==> src/rtl/axi_burst_master_if.sv <==
// AXI4 master-side channel bundle for axi_burst_master.
// The master modport drives AW/W/AR channels plus BREADY/RREADY;
// the slave modport is its mirror image for a memory model or interconnect.
interface axi_burst_master_if #(
    parameter int DATA_WIDTH = 32,
    parameter int ADDR_WIDTH = 8,
    parameter int ID_WIDTH   = 8
);
    localparam int STRB_WIDTH = DATA_WIDTH / 8;

    logic [ID_WIDTH-1:0]   awid;
    logic [ADDR_WIDTH-1:0] awaddr;
    logic [7:0]            awlen;
    logic [2:0]            awsize;
    logic [1:0]            awburst;
    logic                  awlock;
    logic [3:0]            awcache;
    logic [2:0]            awprot;
    logic                  awvalid;
    logic                  awready;

    logic [DATA_WIDTH-1:0] wdata;
    logic [STRB_WIDTH-1:0] wstrb;
    logic                  wlast;
    logic                  wvalid;
    logic                  wready;

    logic [ID_WIDTH-1:0]   bid;
    logic [1:0]            bresp;
    logic                  bvalid;
    logic                  bready;

    logic [ID_WIDTH-1:0]   arid;
    logic [ADDR_WIDTH-1:0] araddr;
    logic [7:0]            arlen;
    logic [2:0]            arsize;
    logic [1:0]            arburst;
    logic                  arlock;
    logic [3:0]            arcache;
    logic [2:0]            arprot;
    logic                  arvalid;
    logic                  arready;

    logic [ID_WIDTH-1:0]   rid;
    logic [DATA_WIDTH-1:0] rdata;
    logic [1:0]            rresp;
    logic                  rlast;
    logic                  rvalid;
    logic                  rready;

    modport master (
        output awid, awaddr, awlen, awsize, awburst, awlock, awcache, awprot, awvalid,
        input  awready,
        output wdata, wstrb, wlast, wvalid,
        input  wready,
        input  bid, bresp, bvalid,
        output bready,
        output arid, araddr, arlen, arsize, arburst, arlock, arcache, arprot, arvalid,
        input  arready,
        input  rid, rdata, rresp, rlast, rvalid,
        output rready
    );

    modport slave (
        input  awid, awaddr, awlen, awsize, awburst, awlock, awcache, awprot, awvalid,
        output awready,
        input  wdata, wstrb, wlast, wvalid,
        output wready,
        output bid, bresp, bvalid,
        input  bready,
        input  arid, araddr, arlen, arsize, arburst, arlock, arcache, arprot, arvalid,
        output arready,
        output rid, rdata, rresp, rlast, rvalid,
        input  rready
    );
endinterface

==> src/rtl/axi_burst_master.sv <==
// Single-outstanding AXI4 burst master. A command (read or write, INCR
// burst, full-width beats) is accepted in IDLE, issued on AW/AR, its data
// streamed through combinationally, and completion reported by a one-cycle
// done pulse carrying the response code and a protocol-error flag.
//
// state     | meaning
// ----------+------------------------------------------------------
// S_IDLE    | cmd_ready high, waiting for a command
// S_WR_ADDR | awvalid high, waiting for awready
// S_WR_DATA | wr_* stream passed to W channel, counting beats
// S_WR_RESP | bready high, waiting for the write response
// S_RD_ADDR | arvalid high, waiting for arready
// S_RD_DATA | R channel passed to rd_* stream, counting beats
module axi_burst_master #(
    parameter int DATA_WIDTH = 32,
    parameter int ADDR_WIDTH = 8,
    parameter int ID_WIDTH   = 8
) (
    input  logic                  clk,
    input  logic                  rst,

    input  logic                  cmd_valid,
    output logic                  cmd_ready,
    input  logic                  cmd_write,
    input  logic [ID_WIDTH-1:0]   cmd_id,
    input  logic [ADDR_WIDTH-1:0] cmd_addr,
    input  logic [7:0]            cmd_len,

    input  logic [DATA_WIDTH-1:0] wr_data,
    input  logic                  wr_valid,
    output logic                  wr_ready,

    output logic [DATA_WIDTH-1:0] rd_data,
    output logic                  rd_last,
    output logic                  rd_valid,
    input  logic                  rd_ready,

    output logic                  done,
    output logic [1:0]            done_resp,
    output logic                  done_err,

    axi_burst_master_if.master    m_axi
);
    localparam int STRB_WIDTH = DATA_WIDTH / 8;
    localparam logic [2:0] AXI_SIZE = 3'($clog2(STRB_WIDTH));
    localparam logic [ADDR_WIDTH-1:0] ALIGN_MASK = ADDR_WIDTH'(STRB_WIDTH - 1);

    typedef enum logic [2:0] {
        S_IDLE,
        S_WR_ADDR,
        S_WR_DATA,
        S_WR_RESP,
        S_RD_ADDR,
        S_RD_DATA
    } state_t;

    state_t                state_q, state_d;
    logic                  cmd_ready_q, cmd_ready_d;
    logic                  awvalid_q, awvalid_d;
    logic                  arvalid_q, arvalid_d;
    logic [ID_WIDTH-1:0]   id_q, id_d;
    logic [ADDR_WIDTH-1:0] addr_q, addr_d;
    logic [7:0]            len_q, len_d;
    logic [7:0]            cnt_q, cnt_d;
    logic [1:0]            resp_acc_q, resp_acc_d;
    logic                  err_acc_q, err_acc_d;
    logic                  done_q, done_d;
    logic [1:0]            done_resp_q, done_resp_d;
    logic                  done_err_q, done_err_d;

    logic in_wr_data;
    logic in_rd_data;
    logic beat_last;
    logic wr_beat;
    logic rd_beat;

    assign in_wr_data = (state_q == S_WR_DATA);
    assign in_rd_data = (state_q == S_RD_DATA);
    assign beat_last  = (cnt_q == len_q);
    assign wr_beat    = in_wr_data && wr_valid && m_axi.wready;
    assign rd_beat    = in_rd_data && m_axi.rvalid && rd_ready;

    // Next-state and next-register values for the whole controller.
    always_comb begin
        state_d     = state_q;
        id_d        = id_q;
        addr_d      = addr_q;
        len_d       = len_q;
        cnt_d       = cnt_q;
        resp_acc_d  = resp_acc_q;
        err_acc_d   = err_acc_q;
        done_d      = 1'b0;
        done_resp_d = 2'b00;
        done_err_d  = 1'b0;

        case (state_q)
            S_IDLE: begin
                if (cmd_valid && cmd_ready_q) begin
                    id_d       = cmd_id;
                    addr_d     = cmd_addr & ~ALIGN_MASK;
                    len_d      = cmd_len;
                    resp_acc_d = 2'b00;
                    err_acc_d  = 1'b0;
                    state_d    = cmd_write ? S_WR_ADDR : S_RD_ADDR;
                end
            end
            S_WR_ADDR: begin
                if (awvalid_q && m_axi.awready) begin
                    cnt_d   = 8'd0;
                    state_d = S_WR_DATA;
                end
            end
            S_WR_DATA: begin
                if (wr_beat) begin
                    cnt_d = cnt_q + 8'd1;
                    if (beat_last) begin
                        state_d = S_WR_RESP;
                    end
                end
            end
            S_WR_RESP: begin
                if (m_axi.bvalid) begin
                    done_d      = 1'b1;
                    done_resp_d = m_axi.bresp;
                    done_err_d  = (m_axi.bid != id_q);
                    state_d     = S_IDLE;
                end
            end
            S_RD_ADDR: begin
                if (arvalid_q && m_axi.arready) begin
                    cnt_d   = 8'd0;
                    state_d = S_RD_DATA;
                end
            end
            S_RD_DATA: begin
                if (rd_beat) begin
                    cnt_d      = cnt_q + 8'd1;
                    resp_acc_d = (m_axi.rresp > resp_acc_q) ? m_axi.rresp : resp_acc_q;
                    err_acc_d  = err_acc_q || (m_axi.rlast != beat_last) || (m_axi.rid != id_q);
                    // A slave that ends the burst early still terminates it here.
                    if (beat_last || m_axi.rlast) begin
                        done_d      = 1'b1;
                        done_resp_d = resp_acc_d;
                        done_err_d  = err_acc_d;
                        state_d     = S_IDLE;
                    end
                end
            end
            default: state_d = S_IDLE;
        endcase

        cmd_ready_d = (state_d == S_IDLE);
        awvalid_d   = (state_d == S_WR_ADDR);
        arvalid_d   = (state_d == S_RD_ADDR);
    end

    // Controller registers; reset abandons any burst in flight.
    always_ff @(posedge clk or posedge rst) begin
        if (rst) begin
            state_q     <= S_IDLE;
            cmd_ready_q <= 1'b0;
            awvalid_q   <= 1'b0;
            arvalid_q   <= 1'b0;
            id_q        <= '0;
            addr_q      <= '0;
            len_q       <= 8'd0;
            cnt_q       <= 8'd0;
            resp_acc_q  <= 2'b00;
            err_acc_q   <= 1'b0;
            done_q      <= 1'b0;
            done_resp_q <= 2'b00;
            done_err_q  <= 1'b0;
        end else begin
            state_q     <= state_d;
            cmd_ready_q <= cmd_ready_d;
            awvalid_q   <= awvalid_d;
            arvalid_q   <= arvalid_d;
            id_q        <= id_d;
            addr_q      <= addr_d;
            len_q       <= len_d;
            cnt_q       <= cnt_d;
            resp_acc_q  <= resp_acc_d;
            err_acc_q   <= err_acc_d;
            done_q      <= done_d;
            done_resp_q <= done_resp_d;
            done_err_q  <= done_err_d;
        end
    end

    assign cmd_ready = cmd_ready_q;
    assign done      = done_q;
    assign done_resp = done_resp_q;
    assign done_err  = done_err_q;

    assign m_axi.awid    = id_q;
    assign m_axi.awaddr  = addr_q;
    assign m_axi.awlen   = len_q;
    assign m_axi.awsize  = AXI_SIZE;
    assign m_axi.awburst = 2'b01;
    assign m_axi.awlock  = 1'b0;
    assign m_axi.awcache = 4'b0011;
    assign m_axi.awprot  = 3'b000;
    assign m_axi.awvalid = awvalid_q;

    assign m_axi.wdata   = wr_data;
    assign m_axi.wstrb   = '1;
    assign m_axi.wlast   = in_wr_data && beat_last;
    assign m_axi.wvalid  = in_wr_data && wr_valid;
    assign wr_ready      = in_wr_data && m_axi.wready;

    assign m_axi.bready  = (state_q == S_WR_RESP);

    assign m_axi.arid    = id_q;
    assign m_axi.araddr  = addr_q;
    assign m_axi.arlen   = len_q;
    assign m_axi.arsize  = AXI_SIZE;
    assign m_axi.arburst = 2'b01;
    assign m_axi.arlock  = 1'b0;
    assign m_axi.arcache = 4'b0011;
    assign m_axi.arprot  = 3'b000;
    assign m_axi.arvalid = arvalid_q;

    assign m_axi.rready  = in_rd_data && rd_ready;
    assign rd_valid      = in_rd_data && m_axi.rvalid;
    assign rd_data       = m_axi.rdata;
    assign rd_last       = in_rd_data && m_axi.rlast;
endmodule

==> src/flat_wrapper.sv <==
// flat-port wrapper written by rule: the top's interface ports become plain ports
module axi_burst_master_flat 
#(
    parameter int DATA_WIDTH = 32,
    parameter int ADDR_WIDTH = 8,
    parameter int ID_WIDTH   = 8
)
  (clk, rst, cmd_valid, cmd_ready, cmd_write, cmd_id, cmd_addr, cmd_len, wr_data, wr_valid, wr_ready, rd_data, rd_last, rd_valid, rd_ready, done, done_resp, done_err, m_axi_awid, m_axi_awaddr, m_axi_awlen, m_axi_awsize, m_axi_awburst, m_axi_awlock, m_axi_awcache, m_axi_awprot, m_axi_awvalid, m_axi_awready, m_axi_wdata, m_axi_wstrb, m_axi_wlast, m_axi_wvalid, m_axi_wready, m_axi_bid, m_axi_bresp, m_axi_bvalid, m_axi_bready, m_axi_arid, m_axi_araddr, m_axi_arlen, m_axi_arsize, m_axi_arburst, m_axi_arlock, m_axi_arcache, m_axi_arprot, m_axi_arvalid, m_axi_arready, m_axi_rid, m_axi_rdata, m_axi_rresp, m_axi_rlast, m_axi_rvalid, m_axi_rready);
  axi_burst_master_if #(.DATA_WIDTH(DATA_WIDTH), .ADDR_WIDTH(ADDR_WIDTH), .ID_WIDTH(ID_WIDTH)) m_axi_i ();
  input  logic clk;
  input  logic rst;
  input  logic cmd_valid;
  output logic cmd_ready;
  input  logic cmd_write;
  input  logic [ID_WIDTH-1:0] cmd_id;
  input  logic [ADDR_WIDTH-1:0] cmd_addr;
  input  logic [7:0] cmd_len;
  input  logic [DATA_WIDTH-1:0] wr_data;
  input  logic wr_valid;
  output logic wr_ready;
  output logic [DATA_WIDTH-1:0] rd_data;
  output logic rd_last;
  output logic rd_valid;
  input  logic rd_ready;
  output logic done;
  output logic [1:0] done_resp;
  output logic done_err;
  output wire logic [$bits(m_axi_i.awid)-1:0] m_axi_awid;
  output wire logic [$bits(m_axi_i.awaddr)-1:0] m_axi_awaddr;
  output wire logic [$bits(m_axi_i.awlen)-1:0] m_axi_awlen;
  output wire logic [$bits(m_axi_i.awsize)-1:0] m_axi_awsize;
  output wire logic [$bits(m_axi_i.awburst)-1:0] m_axi_awburst;
  output wire logic [$bits(m_axi_i.awlock)-1:0] m_axi_awlock;
  output wire logic [$bits(m_axi_i.awcache)-1:0] m_axi_awcache;
  output wire logic [$bits(m_axi_i.awprot)-1:0] m_axi_awprot;
  output wire logic [$bits(m_axi_i.awvalid)-1:0] m_axi_awvalid;
  input wire logic [$bits(m_axi_i.awready)-1:0] m_axi_awready;
  output wire logic [$bits(m_axi_i.wdata)-1:0] m_axi_wdata;
  output wire logic [$bits(m_axi_i.wstrb)-1:0] m_axi_wstrb;
  output wire logic [$bits(m_axi_i.wlast)-1:0] m_axi_wlast;
  output wire logic [$bits(m_axi_i.wvalid)-1:0] m_axi_wvalid;
  input wire logic [$bits(m_axi_i.wready)-1:0] m_axi_wready;
  input wire logic [$bits(m_axi_i.bid)-1:0] m_axi_bid;
  input wire logic [$bits(m_axi_i.bresp)-1:0] m_axi_bresp;
  input wire logic [$bits(m_axi_i.bvalid)-1:0] m_axi_bvalid;
  output wire logic [$bits(m_axi_i.bready)-1:0] m_axi_bready;
  output wire logic [$bits(m_axi_i.arid)-1:0] m_axi_arid;
  output wire logic [$bits(m_axi_i.araddr)-1:0] m_axi_araddr;
  output wire logic [$bits(m_axi_i.arlen)-1:0] m_axi_arlen;
  output wire logic [$bits(m_axi_i.arsize)-1:0] m_axi_arsize;
  output wire logic [$bits(m_axi_i.arburst)-1:0] m_axi_arburst;
  output wire logic [$bits(m_axi_i.arlock)-1:0] m_axi_arlock;
  output wire logic [$bits(m_axi_i.arcache)-1:0] m_axi_arcache;
  output wire logic [$bits(m_axi_i.arprot)-1:0] m_axi_arprot;
  output wire logic [$bits(m_axi_i.arvalid)-1:0] m_axi_arvalid;
  input wire logic [$bits(m_axi_i.arready)-1:0] m_axi_arready;
  input wire logic [$bits(m_axi_i.rid)-1:0] m_axi_rid;
  input wire logic [$bits(m_axi_i.rdata)-1:0] m_axi_rdata;
  input wire logic [$bits(m_axi_i.rresp)-1:0] m_axi_rresp;
  input wire logic [$bits(m_axi_i.rlast)-1:0] m_axi_rlast;
  input wire logic [$bits(m_axi_i.rvalid)-1:0] m_axi_rvalid;
  output wire logic [$bits(m_axi_i.rready)-1:0] m_axi_rready;
  assign m_axi_awid = m_axi_i.awid;
  assign m_axi_awaddr = m_axi_i.awaddr;
  assign m_axi_awlen = m_axi_i.awlen;
  assign m_axi_awsize = m_axi_i.awsize;
  assign m_axi_awburst = m_axi_i.awburst;
  assign m_axi_awlock = m_axi_i.awlock;
  assign m_axi_awcache = m_axi_i.awcache;
  assign m_axi_awprot = m_axi_i.awprot;
  assign m_axi_awvalid = m_axi_i.awvalid;
  assign m_axi_i.awready = m_axi_awready;
  assign m_axi_wdata = m_axi_i.wdata;
  assign m_axi_wstrb = m_axi_i.wstrb;
  assign m_axi_wlast = m_axi_i.wlast;
  assign m_axi_wvalid = m_axi_i.wvalid;
  assign m_axi_i.wready = m_axi_wready;
  assign m_axi_i.bid = m_axi_bid;
  assign m_axi_i.bresp = m_axi_bresp;
  assign m_axi_i.bvalid = m_axi_bvalid;
  assign m_axi_bready = m_axi_i.bready;
  assign m_axi_arid = m_axi_i.arid;
  assign m_axi_araddr = m_axi_i.araddr;
  assign m_axi_arlen = m_axi_i.arlen;
  assign m_axi_arsize = m_axi_i.arsize;
  assign m_axi_arburst = m_axi_i.arburst;
  assign m_axi_arlock = m_axi_i.arlock;
  assign m_axi_arcache = m_axi_i.arcache;
  assign m_axi_arprot = m_axi_i.arprot;
  assign m_axi_arvalid = m_axi_i.arvalid;
  assign m_axi_i.arready = m_axi_arready;
  assign m_axi_i.rid = m_axi_rid;
  assign m_axi_i.rdata = m_axi_rdata;
  assign m_axi_i.rresp = m_axi_rresp;
  assign m_axi_i.rlast = m_axi_rlast;
  assign m_axi_i.rvalid = m_axi_rvalid;
  assign m_axi_rready = m_axi_i.rready;
  axi_burst_master #(.DATA_WIDTH(DATA_WIDTH), .ADDR_WIDTH(ADDR_WIDTH), .ID_WIDTH(ID_WIDTH)) u_core (.clk(clk), .rst(rst), .cmd_valid(cmd_valid), .cmd_ready(cmd_ready), .cmd_write(cmd_write), .cmd_id(cmd_id), .cmd_addr(cmd_addr), .cmd_len(cmd_len), .wr_data(wr_data), .wr_valid(wr_valid), .wr_ready(wr_ready), .rd_data(rd_data), .rd_last(rd_last), .rd_valid(rd_valid), .rd_ready(rd_ready), .done(done), .done_resp(done_resp), .done_err(done_err), .m_axi(m_axi_i));
endmodule
==> config.mk <==
export PLATFORM = sky130hd
export DESIGN_NAME = axi_burst_master_flat
export DESIGN_NICKNAME = d
export VERILOG_FILES = /design/src/rtl/axi_burst_master_if.sv /design/src/rtl/axi_burst_master.sv /design/src/flat_wrapper.sv
export SDC_FILE = /design/constraint.sdc
export NUM_CORES = 1
export LEC_CHECK = 0
export CELL_PAD_IN_SITES_DETAIL_PLACEMENT = 0
export CELL_PAD_IN_SITES_GLOBAL_PLACEMENT = 1
export CORE_MARGIN = 2
export CORE_UTILIZATION = 22
export DETAILED_ROUTE_END_ITERATION = 8
export PLACE_DENSITY = 0.85
export SLEW_MARGIN = 20
export SYNTH_ARGS = -nofsm -noshare
export SYNTH_HDL_FRONTEND = slang
export SYNTH_SLANG_ARGS = --single-unit
==> constraint.sdc <==
create_clock -name clk -period 3 [get_ports clk]
set_clock_uncertainty 0.1 [all_clocks]
set_input_delay 0.75 -clock clk [delete_from_list [all_inputs] [get_ports clk]]
set_output_delay 0.75 -clock clk [all_outputs]
set_load 0.05 [all_outputs]
# Word level (Yosys, flattened, before mapping)
# Index checks and enable logic that the tools add are counted.
# word_totals
register_bits	43
input_bits	120
out_inout_bits	156
elab_cells	86
# op_classes
add_sub_neg	1
magnitude_cmp	1
n_eq_ne	16
n_mux	34
reduce_logical	21
# op_table
cell	count
$mux W8	4
$pmux W8 S4	1
$mux W3	9
$pmux W3 S6	1
$ne A8 B8 Y1	2
$mux W2	6
$logic_and A1 B1 Y1	11
$eq A3 B3 Y1 const B	3
$add A8 B1 Y8 const B	1
$eq A8 B8 Y1	1
$mux W1	8
$pmux W2 S2	2
$eq A3 B1 Y1 const B	2
$eq A3 B2 Y1 const B	2
$logic_not A3 Y1	2
$ne A2 B1 Y1 const B	3
$pmux W1 S2	3
$reduce_and A5 Y1	1
$ne A2 B2 Y1 const B	2
$reduce_bool A4 Y1	1
$logic_or A1 B1 Y1	3
$reduce_and A3 Y1	1
$gt A2 B2 Y1	1
$reduce_and A2 Y1	1
other kinds (2)	2

# Depth between registers and ports, before layout
# depth
word_depth	7
mapped_depth	7
ltp_nobuf	7

# Least setup slack after synthesis
# Ideal clock, no wire load.
# synth_path
kind	register to output
startpoint	register u_core.len_q[0], in the netlist u_core.m_axi.arlen[0]
endpoint	output port m_axi_wlast
arrival_ns	1.901
required_ns	2.150
path_slack_ns	0.249
stages_incl_launch_ff	5
path_buffers	0
cell_sequence	dfrtp_1 -> xnor2_1 -> nand4_1 -> or2_2 -> nor2_1
# synth_between
elab_chain_cells	2
# synth_rtl
element	line_no	rtl
start: declaration	axi_burst_master.sv:63	logic [7:0] len_q, len_d;
start signal: assignment	axi_burst_master.sv:180	len_q <= len_d;
$eq A8 B8 Y1	axi_burst_master.sv:79	assign beat_last = (cnt_q == len_q);
$logic_and A1 B1 Y1	axi_burst_master.sv:207	assign m_axi.wlast = in_wr_data && beat_last;
end: declaration	flat_wrapper.sv:40	output wire logic [$bits(m_axi_i.wlast)-1:0] m_axi_wlast;
# No other way between the ends.

# Worst setup path in the final report
# layout_path
startpoint	register u_core.len_q[6], in the netlist u_core.m_axi.arlen[6]
endpoint	output port m_axi_wlast
# The elaborated chain is that of the path after synthesis.

==> run_results.csv <==
group,metric,value,unit
setup_path,crit_path_cell_trace,"xnor2_1 > nand4_1 > or2_2 > nor2_1 > buf_12",
cells_and_area,fillCellCount,1528,
synth,synth_seq_cells,43,
placement,pre_cts_slack,133,ps
cts,clock_sinks,43,
power,cellLeakagePower,1.61,nW
cts,cts_hold_buf,0,
setup_path,start_kind,"register",
sta,worst_slack,235,ps
setup_path,worst_ep_arrival_time,1920,ps
synth,synthCells,334,
synth,synth.distinct_cells,47,
power,vdd_drop_max,0.765,mV
synth,yosysMostFrequentCell,"buf_4",
setup_path,r2r_slack,510,ps
floorplan,initial_core_util,22.4,%
cts,post_cts_resized,0,
cells_and_area,antennaDiodeCount,0,
sta,setup_viol,0,
synth,ys_seq_area_share,33.0,%
setup_path,cp_data_required_time,2150,ps
global_route,overflow,0,
synth,synth.cell_area,3260,µm²
synth,async_reset_ff_share,100,%
sta,relSlewSlack,61.2,%
sta,min_period_over_period,92.2,%
synth,synth_ff_type,"dfrtp_1",
cts,cts_buffers,5,
route,num_vias,2274,
cts,cts-htree-levels,2,
sta,fmax,362,MHz
cells_and_area,area_growth,24.0,%
sta,tns,0,ps
floorplan,dieArea,15800,µm²
cts,cts.clk_slew.worst_paths,70,ps
floorplan,chipHeight,126,µm
floorplan,ios,276,
sta,rsz0062_at_grt,"false",
route,drt.antenna.violating_nets,0,
setup_path,max_stage_delay,440,ps
synth,synth_edf_count,0,
route,detail_route.iter0.violations,115,
floorplan,chipWidth,126,µm
placement,globalplace.congestion,0.758,
sta,worst_slew_pin_slew,582,ps
cells_and_area,drive_gt1_share,13.4,%
route,drc_errors,0,
global_route,grt_pass1_wl,12800,µm
global_route,grt_pass1_vias,2352,
floorplan,placementRows,44,
global_route,grt_util_all_layers,10.2,%
cts,cts_tree,"built",
placement,portBuffers,111,
route,via_per_inst,4.19,
route,wirelength,8210,µm
synth,yosysTopAreaCell,"dfrtp_1",
synth,synthTopCellsByArea,"dfrtp_1 33%, buf_4 28%, mux2_2 8.3%",
synth,ys_top_cells_by_count,"120 x buf_4, 43 x dfrtp_1, 24 x mux2_2, 23 x xnor2_1, 11 x nand2_1",
setup_path,crit_slowest_cell,"dfrtp_1",
power,p_per_area,1150,nW/µm²
synth,synth_top_area_share,33.0,%
placement,hpwl,6260,µm
cts,clk_latency,290,ps
sta,slew_viol_final,0,
floorplan,coreArea,14500,µm²
sta,post-route-min-period,2770,ps
setup_path,critical_path_class,"register to output port",
job,max-cap-violations,0,
run_status,status,"complete, no violations",
global_route,grt_max_degree,44,
cts,clockRootBuffer,"clkbuf_16",
min_path,min_path_type,"register to register",
synth,avgSynthCellArea,9.76,µm²
setup_path,worst-path-max-fanout,4,
global_route,antenna_found_initial,0,
route,wl_per_cell,15.1,µm
cts,cts_buffer_depth,2,
cells_and_area,layout.nets,483,
route,dr.pass1.iters,4,
synth,yosys_warnings,0,
sta,hold_violations,0,
setup_path,cp-end-kind,"output port",
cts,cts_setup_buffers,0,
[logic make-up after synthesis]
family	Yosys count	share of synthesized area [%]
buffers and inverters	136	29.9
AND/OR/NAND/NOR	68	12.3
AO/OA/AOI/OAI	31	7.41
other	2	0.230
flip-flops	43	33.0
XOR/XNOR	24	6.45
multiplexers	25	8.75
adder cells (fa/ha/maj)	5	1.92
[placed cells by master, fill, tap and decap left out, types with 2 or more instances in the layout]
cell type / n
a32o_1: 3
nor3b_1: 4
o41ai_1: 2
and3b_1: 3
nor2b_1: 2
dfrtp_1: 43
a21oi_1: 5
or4b_1: 2
o2bb2ai_1: 2
or4_1: 3
or3_1: 2
o21ai_0: 5
clkbuf_16: 5
nand4_1: 7
buf_12: 7
ha_1: 5
nand3_1: 7
nand3b_1: 2
nor3_1: 3
mux2_2: 24
inv_1: 7
and2_1: 4
nor2_1: 10
o31ai_1: 4
xnor2_1: 23
buf_4: 2
conb_1: 34
clkdlybuf4s50_1: 104
a211o_1: 3
nand2_1: 11
[sequential cells by signal (all words and copies together) (netlist names)]
name                  count
u_core.done_err           1
u_core.m_axi.arid         8
u_core.m_axi.awvalid      1
u_core.resp_acc_q         2
u_core.cnt_q              8
u_core.cmd_ready          1
u_core.m_axi.arlen        8
u_core.err_acc_q          1
u_core.m_axi.araddr       6
u_core.m_axi.arvalid      1
u_core.state_q            3
u_core.done               1
u_core.done_resp          2
[layer usage]
| metal | vias to the layer above | wire, µm | global-route usage (%) |
|---|---|---|---|
| li1 | 1035 | - | - |
| met4 | 0 | 271 | 4.78 |
| met2 | 138 | 3610 | 15.5 |
| met1 | 1072 | 3560 | 13.2 |
| met5 | - | 0 | 0 |
| met3 | 29 | 765 | 3.40 |
[critical path, delay by kind of cell (launching register included)]
kind / cells / cell delay, ps
and+or+nand+nor: 3 / 810
DFF: 1 / 440
buffers and inverters: 1 / 180
xor gates and xnor gates: 1 / 180
[where the power goes]
group	switching [W]	total, W	internal, W
Clock	0.000252	0.000650	0.000398
Sequential	0.000311	0.00110	0.000793
Combinational	0.00182	0.00289	0.00107
[final cells by class]
class                           count  area [µm²]  area share (%)
Multi-Input combinational cell    187        1340            33.1
Timing Repair Buffer              113        1200            29.6
Sequential cell                    43        1080            26.6
Tap cell                          184         230            5.69
Clock buffer                        5         125            3.10
Clock inverter                      3        47.5            1.18
Inverter                            8        30.0           0.743
[path summary, 6_finish.rpt]
check | startpoint | to | cells past startpoint
worst min-delay path | u_core.resp_acc_q[1] | u_core.resp_acc_q[1] | 1
max in group asynchronous | rst | u_core.resp_acc_q[0] | 3
worst min register to register | u_core.resp_acc_q[1] | u_core.resp_acc_q[1] | 1
worst max register to register | u_core.m_axi.arlen[6] | u_core.done_err | 7
min in group asynchronous | rst | u_core.m_axi.araddr[7] | 3
worst max-delay path | u_core.m_axi.arlen[6] | m_axi_wlast | 5
[through the flow]
step           total power [W]  utilization (%)  cell area [µm²]  cells  hold slack [ps]
2_1_floorplan          0.00351                -             3380    366              350
3_3_place_gp           0.00398             26.6             3870    535              370
3_5_place_dp           0.00401             26.6             3870    535              377
4_1_cts                0.00469             27.8             4040    543              396
5_1_grt                0.00488             27.8             4040    543              405
6_report               0.00464             27.8             4040    543              391
Note: power is estimated with default switching activity, not from simulation.
